### src/rtl/hash_seq_ctrl_if.sv
// rtl/hash_seq_ctrl_if.sv - word-in, core and hash-out handshake bundle for hash_seq_ctrl
interface hash_seq_ctrl_if;
  logic        in_valid;
  logic        in_ready;
  logic [31:0] in_data;
  logic        in_last;
  logic [1:0]  core_start;
  logic [31:0] core_data;
  logic [2:0]  core_finished;
  logic [31:0] core_hash;
  logic        out_valid;
  logic        out_ready;
  logic [31:0] out_hash;
  logic        busy;
  logic        error;

  modport slave (
    input  in_valid, in_data, in_last, core_finished, core_hash, out_ready,
    output in_ready, core_start, core_data, out_valid, out_hash, busy, error
  );

  modport master (
    output in_valid, in_data, in_last, core_finished, core_hash, out_ready,
    input  in_ready, core_start, core_data, out_valid, out_hash, busy, error
  );
endinterface

### src/rtl/hash_seq_ctrl.sv
// rtl/hash_seq_ctrl.sv - buffers one message block, drives the hash core and returns its result
module hash_seq_ctrl #(
  parameter int WORDS   = 16,
  parameter int TIMEOUT = 1023
) (
  input logic           clk,
  input logic           reset,
  hash_seq_ctrl_if.slave bus
);

  localparam int IW = $clog2(WORDS);
  localparam int WW = $clog2(TIMEOUT + 1);
  localparam logic [IW-1:0] LAST_IDX = IW'(WORDS - 1);
  localparam logic [WW-1:0] WD_MAX   = WW'(TIMEOUT);
  localparam logic [1:0] CS_IDLE = 2'b00;
  localparam logic [1:0] CS_REQ  = 2'b01;
  localparam logic [1:0] CS_DATA = 2'b10;
  localparam logic [2:0] FIN_ACK  = 3'b001;
  localparam logic [2:0] FIN_DONE = 3'b010;

  typedef enum logic [2:0] {
    S_IDLE, S_LOAD, S_START, S_DATA, S_WAIT, S_RESULT, S_ERR
  } state_t;

  state_t        state;
  logic [IW-1:0] idx;
  logic [IW-1:0] idx_nxt;
  logic [WW-1:0] wd;
  logic [31:0]   mem [WORDS];
  logic          ld_fire;
  logic          ld_end;

  assign idx_nxt = idx + 1'b1;
  assign ld_fire = (state == S_LOAD) && bus.in_valid && bus.in_ready;
  assign ld_end  = ld_fire && (bus.in_last || idx == LAST_IDX);

  // Slots above the final word are cleared so a short block never carries stale data.
  always_ff @(posedge clk) begin
    for (int i = 0; i < WORDS; i++) begin
      if (ld_fire && i == int'(idx))
        mem[i] <= bus.in_data;
      else if (ld_end && i > int'(idx))
        mem[i] <= '0;
    end
  end

  always_ff @(posedge clk or posedge reset) begin
    if (reset) begin
      state          <= S_IDLE;
      idx            <= '0;
      wd             <= '0;
      bus.in_ready   <= 1'b0;
      bus.core_start <= CS_IDLE;
      bus.core_data  <= '0;
      bus.out_valid  <= 1'b0;
      bus.out_hash   <= '0;
      bus.busy       <= 1'b0;
      bus.error      <= 1'b0;
    end else begin
      case (state)
        S_IDLE: begin
          if (bus.in_valid) begin
            state        <= S_LOAD;
            bus.in_ready <= 1'b1;
            bus.busy     <= 1'b1;
          end
        end
        S_LOAD: begin
          if (ld_fire) begin
            if (ld_end) begin
              state          <= S_START;
              idx            <= '0;
              wd             <= '0;
              bus.in_ready   <= 1'b0;
              bus.core_start <= CS_REQ;
            end else begin
              idx <= idx_nxt;
            end
          end
        end
        S_START: begin
          if (bus.core_finished == FIN_ACK) begin
            state          <= S_DATA;
            wd             <= '0;
            idx            <= '0;
            bus.core_start <= CS_DATA;
            bus.core_data  <= mem[0];
          end else if (wd == WD_MAX) begin
            state          <= S_ERR;
            bus.error      <= 1'b1;
            bus.core_start <= CS_IDLE;
          end else begin
            wd <= wd + 1'b1;
          end
        end
        S_DATA: begin
          // idx tracks the word currently on core_data.
          if (idx == LAST_IDX) begin
            state          <= S_WAIT;
            idx            <= '0;
            wd             <= '0;
            bus.core_start <= CS_IDLE;
            bus.core_data  <= '0;
          end else begin
            idx           <= idx_nxt;
            bus.core_data <= mem[idx_nxt];
          end
        end
        S_WAIT: begin
          // Done is tested before the watchdog so a last-cycle result still wins.
          if (bus.core_finished == FIN_DONE) begin
            state         <= S_RESULT;
            bus.out_hash  <= bus.core_hash;
            bus.out_valid <= 1'b1;
          end else if (wd == WD_MAX) begin
            state     <= S_ERR;
            bus.error <= 1'b1;
          end else begin
            wd <= wd + 1'b1;
          end
        end
        S_RESULT: begin
          if (bus.out_ready) begin
            state         <= S_IDLE;
            bus.out_valid <= 1'b0;
            bus.busy      <= 1'b0;
          end
        end
        S_ERR: begin
          bus.error      <= 1'b1;
          bus.busy       <= 1'b1;
          bus.in_ready   <= 1'b0;
          bus.core_start <= CS_IDLE;
          bus.core_data  <= '0;
          bus.out_valid  <= 1'b0;
          bus.out_hash   <= '0;
        end
        default: state <= S_IDLE;
      endcase
    end
  end

endmodule

### src/flat_wrapper.sv
// flat-port wrapper written by rule: the top's interface ports become plain ports
module hash_seq_ctrl_flat 
#(
  parameter int WORDS   = 16,
  parameter int TIMEOUT = 1023
)
  (clk, reset, bus_in_valid, bus_in_data, bus_in_last, bus_core_finished, bus_core_hash, bus_out_ready, bus_in_ready, bus_core_start, bus_core_data, bus_out_valid, bus_out_hash, bus_busy, bus_error);
  hash_seq_ctrl_if bus_i ();
  input logic clk;
  input logic reset;
  input wire logic [$bits(bus_i.in_valid)-1:0] bus_in_valid;
  input wire logic [$bits(bus_i.in_data)-1:0] bus_in_data;
  input wire logic [$bits(bus_i.in_last)-1:0] bus_in_last;
  input wire logic [$bits(bus_i.core_finished)-1:0] bus_core_finished;
  input wire logic [$bits(bus_i.core_hash)-1:0] bus_core_hash;
  input wire logic [$bits(bus_i.out_ready)-1:0] bus_out_ready;
  output wire logic [$bits(bus_i.in_ready)-1:0] bus_in_ready;
  output wire logic [$bits(bus_i.core_start)-1:0] bus_core_start;
  output wire logic [$bits(bus_i.core_data)-1:0] bus_core_data;
  output wire logic [$bits(bus_i.out_valid)-1:0] bus_out_valid;
  output wire logic [$bits(bus_i.out_hash)-1:0] bus_out_hash;
  output wire logic [$bits(bus_i.busy)-1:0] bus_busy;
  output wire logic [$bits(bus_i.error)-1:0] bus_error;
  assign bus_i.in_valid = bus_in_valid;
  assign bus_i.in_data = bus_in_data;
  assign bus_i.in_last = bus_in_last;
  assign bus_i.core_finished = bus_core_finished;
  assign bus_i.core_hash = bus_core_hash;
  assign bus_i.out_ready = bus_out_ready;
  assign bus_in_ready = bus_i.in_ready;
  assign bus_core_start = bus_i.core_start;
  assign bus_core_data = bus_i.core_data;
  assign bus_out_valid = bus_i.out_valid;
  assign bus_out_hash = bus_i.out_hash;
  assign bus_busy = bus_i.busy;
  assign bus_error = bus_i.error;
  hash_seq_ctrl #(.WORDS(WORDS), .TIMEOUT(TIMEOUT)) u_core (.clk(clk), .reset(reset), .bus(bus_i));
endmodule
### config.mk
export PLATFORM = sky130hd
export DESIGN_NAME = hash_seq_ctrl_flat
export DESIGN_NICKNAME = d
export VERILOG_FILES = /design/src/rtl/hash_seq_ctrl_if.sv /design/src/rtl/hash_seq_ctrl.sv /design/src/flat_wrapper.sv
export SDC_FILE = /design/constraint.sdc
export NUM_CORES = 1
export LEC_CHECK = 0
export BUFFER_PORTS_ARGS = -buffer_cell sky130_fd_sc_hd__buf_2
export CAP_MARGIN = 0
export CORE_MARGIN = 4
export CORE_UTILIZATION = 35
export DETAILED_ROUTE_END_ITERATION = 7
export PLACE_DENSITY = 0.57
export SLEW_MARGIN = 10
export SYNTH_ARGS = -nofsm -noshare
export SYNTH_HDL_FRONTEND = slang
export SYNTH_SLANG_ARGS = --single-unit
### constraint.sdc
create_clock -name clk -period 5.25 [get_ports clk]
set_clock_uncertainty 0.05 [all_clocks]
set_input_delay 0.525 -clock clk [delete_from_list [all_inputs] [get_ports clk]]
set_output_delay 0.525 -clock clk [all_outputs]
set_load 0.01 [all_outputs]
# Word level (Yosys, flattened, before mapping)
# Memories as Yosys holds them, arrays and structs flattened.
# Cells that the tools add are included.
dict set report op_classes {
  add_sub_neg 2
  n_lt_le_gt_ge 15
  n_eq_ne 35
  muxes 136
  n_bitwise 16
  reduce_logical 56
}
# op count
set op_table {}
lappend op_table {{2-to-1 mux 32 bit} 18}
lappend op_table {{case mux 32 bit (3 select lines)} 1}
lappend op_table {{2-to-1 mux 1 bit} 85}
lappend op_table {{case mux 32 bit (2 select lines)} 1}
lappend op_table {{2-to-1 mux 10 bit} 6}
lappend op_table {{case mux 10 bit (4 select lines)} 1}
lappend op_table {{logical AND 1 bit} 34}
lappend op_table {{== test 4 bit, first input constant} 8}
lappend op_table {{greater-than comparator 4 bit, first input constant} 8}
lappend op_table {{2-to-1 mux 3 bit} 8}
lappend op_table {{case mux 3 bit (7 select lines)} 1}
lappend op_table {{nonzero test 3 bit} 6}
lappend op_table {{== test 3 x 4 -> 1 bit, first input constant} 4}
lappend op_table {{greater-than comparator 3 x 4 -> 1 bit, first input constant} 4}
lappend op_table {{2-to-1 mux 4 bit} 4}
lappend op_table {{OR 1 bit} 15}
lappend op_table {{case mux 1 bit (3 select lines)} 4}
lappend op_table {{case mux 4 bit (3 select lines)} 1}
lappend op_table {{AND reduction 3 bit} 4}
lappend op_table {{adder 10 x 1 -> 10 bit, second input constant} 1}
lappend op_table {{== test 10 bit, second input constant} 1}
lappend op_table {{2-to-1 mux 2 bit} 5}
lappend op_table {{inequality test 2 x 1 -> 1 bit, second input constant} 5}
lappend op_table {{AND reduction 5 bit} 2}
lappend op_table {{21 further kinds} 33}
dict set report totals {
  reg_bits 87
  ramBits 512
  out_inout_bits 70
  elab_cells 271
  mem_count 1
}
# name depth word_bits rd rd_clocked_by_memory_dff wr line
set mem_list {}
lappend mem_list {u_core.mem 16 32 2 0 16 hash_seq_ctrl.sv:29} ;# logic [31:0] mem [WORDS];

# Longest topological paths before layout
dict set report depth {
  depth_word 9
  depth_mapped 12
  depth_no_buf 7
}

# Least setup slack after synthesis
# No wires, ideal clock.
dict set report synth_timing {
  path_type {register -> register}
  startpoint {register u_core.idx[0]}
  endpoint {memory u_core.mem[14][0], enable pin}
  setup_ns 0.466
  t_arrival_ns 3.644
  required_time_ns 4.734
  slack_ns 1.090
  stages_incl_launch_ff 8
  n_path_buf 3
  period_less_slack_ns 4.160
  cell_sequence {dfrtp_1 -> buf_2 -> buf_2 -> buf_2 -> inv_1 -> ha_1 -> nand2_1 -> o21ai_0}
}
# item line
set synth_lines {}
lappend synth_lines {{start: declaration} hash_seq_ctrl.sv:26} ;# logic [IW-1:0] idx;
lappend synth_lines {{start signal: assignment} hash_seq_ctrl.sv:77} ;# idx <= idx_nxt;
lappend synth_lines {{start signal: assignment} hash_seq_ctrl.sv:105} ;# idx <= idx_nxt;
lappend synth_lines {{end: declaration} hash_seq_ctrl.sv:29}

==> flow_results.xml <==
<?xml version="1.0" encoding="UTF-8"?>
<metrics>
  <group name="outcome">
    <metric name="outcome" unit="">complete, no violations</metric>
  </group>
  <group name="floorplanning">
    <metric name="fp.coreArea" unit="mm²">0.0763</metric>
    <metric name="rows" unit="">101</metric>
    <metric name="ios" unit="">142</metric>
    <metric name="die_y" unit="µm">286</metric>
    <metric name="start_util" unit="">0.355</metric>
    <metric name="die-area" unit="mm²">0.0819</metric>
    <metric name="floorplan.die.width" unit="µm">286</metric>
  </group>
  <group name="clock_network">
    <metric name="hold_buffers" unit="">0</metric>
    <metric name="clock_tree_root" unit="">clkbuf_16</metric>
    <metric name="clock_buffers_created_by_tritoncts" unit="">67</metric>
    <metric name="clk_latency" unit="ns">0.60</metric>
    <metric name="tritoncts_clock_tree" unit="">built</metric>
    <metric name="cts_resized" unit="">0</metric>
    <metric name="worst_setup_hold_path_clk_slew" unit="ns">0.06</metric>
    <metric name="clock_path_buffers" unit="">3</metric>
    <metric name="cts.htree.levels" unit="">3</metric>
    <metric name="clock_sink_count" unit="">599</metric>
    <metric name="cts_post_setup_buffers_inserted" unit="">0</metric>
  </group>
  <group name="logic_synthesis">
    <metric name="ys_seq_elements" unit="">599</metric>
    <metric name="avgSynthCellArea" unit="µm²">13.9</metric>
    <metric name="syn_nets" unit="">2026</metric>
    <metric name="yosysUniqueCellTypes" unit="">55</metric>
    <metric name="synth-warning-count" unit="">0</metric>
    <metric name="synth_top_flop_cell" unit="">edfxtp_1</metric>
    <metric name="mappedNetlistArea" unit="mm²">0.0271</metric>
    <metric name="syn-instance-count" unit="">1949</metric>
    <metric name="synth_edf_count" unit="">480</metric>
    <metric name="async_flop_share" unit="">0.145</metric>
    <metric name="ys_seq_area_frac" unit="">0.636</metric>
  </group>
  <group name="critical_path">
    <metric name="type_of_element_capturing_the_critical_path" unit="">flop</metric>
    <metric name="reg2regPathDepth" unit="">8</metric>
    <metric name="worst-r2r-setup-slack" unit="ns">1.73</metric>
    <metric name="critPathMostFrequentCell" unit="">buf_4</metric>
    <metric name="critical_path.n_buffers_inverters" unit="">3</metric>
    <metric name="worst_setup_path_start_kind" unit="">flop</metric>
    <metric name="worst_ep_required_time" unit="ns">5.54</metric>
    <metric name="crit_slowest_cell" unit="">buf_4</metric>
    <metric name="crit_path_cell_trace" unit="">ha_1, a31o_2, nand3_2, clkinv_2, buf_4, nand2_1, buf_4, and2_1</metric>
    <metric name="timing.rr.start" unit="">u_core.idx[1]</metric>
    <metric name="critPathArrivalTime" unit="ns">3.81</metric>
    <metric name="critPathMaxFanout" unit="">34</metric>
    <metric name="cp_class" unit="">reg -&gt; reg</metric>
    <metric name="timing.rr.end" unit="">u_core.mem[12][24]</metric>
    <metric name="slowest_delay" unit="ns">0.60</metric>
    <metric name="crit_family" unit="">buffers and inverters</metric>
  </group>
  <group name="placed_design">
    <metric name="detailed_place_hpwl" unit="mm">43.3</metric>
    <metric name="placedCellCount" unit="">3009</metric>
    <metric name="port_buffers" unit="">141</metric>
    <metric name="gp_congestion" unit="">0.809</metric>
  </group>
  <group name="layout">
    <metric name="area_growth_syn_to_layout" unit="%">15.6</metric>
    <metric name="final_layout_size_suffix_gt1_frac" unit="">0.220</metric>
    <metric name="layout.cells.non_filler" unit="">3131</metric>
    <metric name="fin_nets" unit="">2125</metric>
    <metric name="antenna-diode-count" unit="">0</metric>
    <metric name="filler_cell_count" unit="">7004</metric>
  </group>
  <group name="run">
    <metric name="drv.max_cap_violation_count" unit="">0</metric>
  </group>
  <group name="drt">
    <metric name="antenna_left" unit="">0</metric>
    <metric name="detailroute.via_count" unit="">16400</metric>
    <metric name="detail_route.first_pass.iterations" unit="">5</metric>
    <metric name="detail_route.vias_per_cell" unit="">5.25</metric>
    <metric name="initialDrtViolationCount" unit="">1633</metric>
    <metric name="wl" unit="mm">74.3</metric>
    <metric name="route.detailed.drc" unit="">0</metric>
    <metric name="avgRoutedWirePerCell" unit="µm">23.7</metric>
  </group>
  <group name="sta">
    <metric name="maxSlewHeadroom" unit="">0.186</metric>
    <metric name="worst_slew_pin_slew" unit="ns">1.22</metric>
    <metric name="unrepaired_setup_endpoints_after_global_routing" unit="">no</metric>
    <metric name="final-setup-viol-count" unit="">0</metric>
    <metric name="setup_total_negative_slack" unit="ns">0</metric>
    <metric name="finalWorstPathRequiredPeriod" unit="ns">3.52</metric>
    <metric name="finalHoldWorstSlack" unit="ns">0.0826</metric>
    <metric name="max_freq" unit="MHz">284</metric>
    <metric name="post-route-period-util" unit="">0.670</metric>
    <metric name="final_max_slew_viol_count" unit="">0</metric>
    <metric name="hold_viol" unit="">0</metric>
  </group>
  <group name="global_route">
    <metric name="wire_length_of_the_first_global_routing_pass" unit="mm">111</metric>
    <metric name="pin_count_of_the_biggest_net_entering_global_routing" unit="">65</metric>
    <metric name="grt_pass1_vias" unit="">16800</metric>
    <metric name="grt_remaining_overflow" unit="">0</metric>
    <metric name="grt_antenna_before_repair" unit="">9</metric>
    <metric name="grt_use_total" unit="">0.180</metric>
  </group>
  <group name="worst_hold_path">
    <metric name="worst_hold_path_type" unit="">in -&gt; async</metric>
  </group>
  <group name="power">
    <metric name="leakagePower" unit="nW">10.9</metric>
    <metric name="powerDensity" unit="mW/mm²">524</metric>
    <metric name="maximum_ir_drop_on_the_vdd_rail" unit="V">0.000243</metric>
  </group>
</metrics>
## stage by stage
stage / cell area [µm²] / util / power (mW) / worst slack, ns
floorplan: 27100 / - / 10.0 / 1.09
global placement: 29100 / 0.381 / 11.7 / 1.90
detailed placement: 29100 / 0.381 / 11.8 / 1.82
CTS: 31300 / 0.410 / 16.6 / 1.79
global route: 31300 / 0.410 / 17.3 / 1.61
finish: 31300 / 0.410 / 16.4 / 1.73
## how the worst max path moves through the flow
stage                       start                 end  slack [ns]  cells after the start
floorplan           u_core.idx[0]   u_core.mem[14][0]        1.09                      7
global route        u_core.idx[3]  u_core.mem[12][23]        1.61                      7
global placement    u_core.idx[3]  u_core.mem[12][21]        1.90                      7
CTS                 u_core.idx[3]  u_core.mem[12][25]        1.79                      7
detailed placement  u_core.idx[3]  u_core.mem[12][25]        1.82                      7
finish              u_core.idx[1]  u_core.mem[12][24]        1.73                      8
## routing by layer
metal  global-route usage  routed length, µm
met1                0.251              32200
met2                0.290              34900
met3               0.0346               5490
met4               0.0515               1690
met5                    0                 21
## cells in the mapped netlist (all sizes together), types with 8 or more instances
master,n,area share
dfxtp,32,0.024
mux4,128,0.11
o221ai,33,0.011
inv,11,0.0015
buf,40,0.0076
and2,262,0.061
nor2b,308,0.071
nor3,8,0.0015
dfrtp,87,0.080
nor4,34,0.0079
o21ai,26,0.0048
nor2,31,0.0043
edfxtp,480,0.53
a21oi,57,0.011
nand2,161,0.022
and2b,16,0.0044
clkbuf,122,0.017
a22o,32,0.010
nand3,15,0.0030
## cells by family after synthesis
| kind of cell | Yosys count | share of synthesized area |
|---|---|---|
| flip-flops | 599 | 0.636 |
| adder cells (fa/ha/maj) | 6 | 0.00268 |
| AND/OR/NAND/NOR | 861 | 0.182 |
| buffers and inverters | 174 | 0.0262 |
| multiplexers | 129 | 0.107 |
| AO/OA/AOI/OAI | 180 | 0.0460 |
## sequential cells by signal, summed over array words and instances (netlist names)
name,count
u_core.mem,512
u_core.bus.core_data,32
u_core.bus.out_hash,32
u_core.wd,10
u_core.idx,4
u_core.state,3
u_core.bus.core_start,2
u_core.bus.busy,1
u_core.bus.error,1
u_core.bus.in_ready,1
u_core.bus.out_valid,1
## worst register-to-register path, cell delays in order, from the launching register on
cell	delay, ns
dfrtp_1	0.57
ha_1	0.58
a31o_2	0.31
nand3_2	0.32
clkinv_2	0.14
buf_4	0.60
nand2_1	0.17
buf_4	0.30
and2_1	0.22
## cell usage in the layout (no fill, tap or decap), types with 4 or more instances in the layout
cell | Yosys | final
edfxtp_1 | 480 | 480
inv_1 | 11 | 10
dfxtp_1 | 32 | 32
and3_1 | 4 | 4
nand3_1 | 14 | 11
clkinv_2 | 1 | 9
o221ai_1 | 33 | 33
clkbuf_16 | 0 | 73
buf_4 | 3 | 49
buf_2 | 35 | 141
nor2_4 | 0 | 5
a22o_1 | 32 | 32
o31ai_1 | 5 | 5
clkinv_1 | 0 | 5
and2_1 | 261 | 260
nand2b_1 | 4 | 4
clkbuf_8 | 0 | 12
nor2_1 | 31 | 26
nand2_1 | 160 | 159
nor4_1 | 34 | 34
clkbuf_1 | 122 | 16
a21oi_4 | 0 | 8
and2b_1 | 16 | 16
o21ai_0 | 20 | 19
nor2b_1 | 308 | 308
or3_1 | 4 | 4
dfrtp_1 | 87 | 86
a21oi_1 | 55 | 49
mux4_2 | 128 | 128
ha_1 | 5 | 4
a21o_1 | 5 | 4
nand4_1 | 5 | 5
nor3_1 | 8 | 6
o21ai_4 | 0 | 5
## final cells by class
| type | count | area, µm² | area share |
|---|---|---|---|
| Sequential cell | 599 | 17200 | 0.550 |
| Multi-Input combinational cell | 1176 | 9390 | 0.300 |
| Clock buffer | 102 | 2060 | 0.0658 |
| Tap cell | 1030 | 1290 | 0.0411 |
| Timing Repair Buffer | 192 | 1110 | 0.0356 |
| Clock inverter | 20 | 181 | 0.00579 |
| Inverter | 12 | 48.8 | 0.00156 |
## report_power, final
part           internal [mW]  switching [mW]  total [mW]
Sequential              5.84           0.446        6.28
Clock                   2.86            1.88        4.74
Combinational           2.42            2.97        5.39
Note: power is estimated with default switching activity, not from simulation.
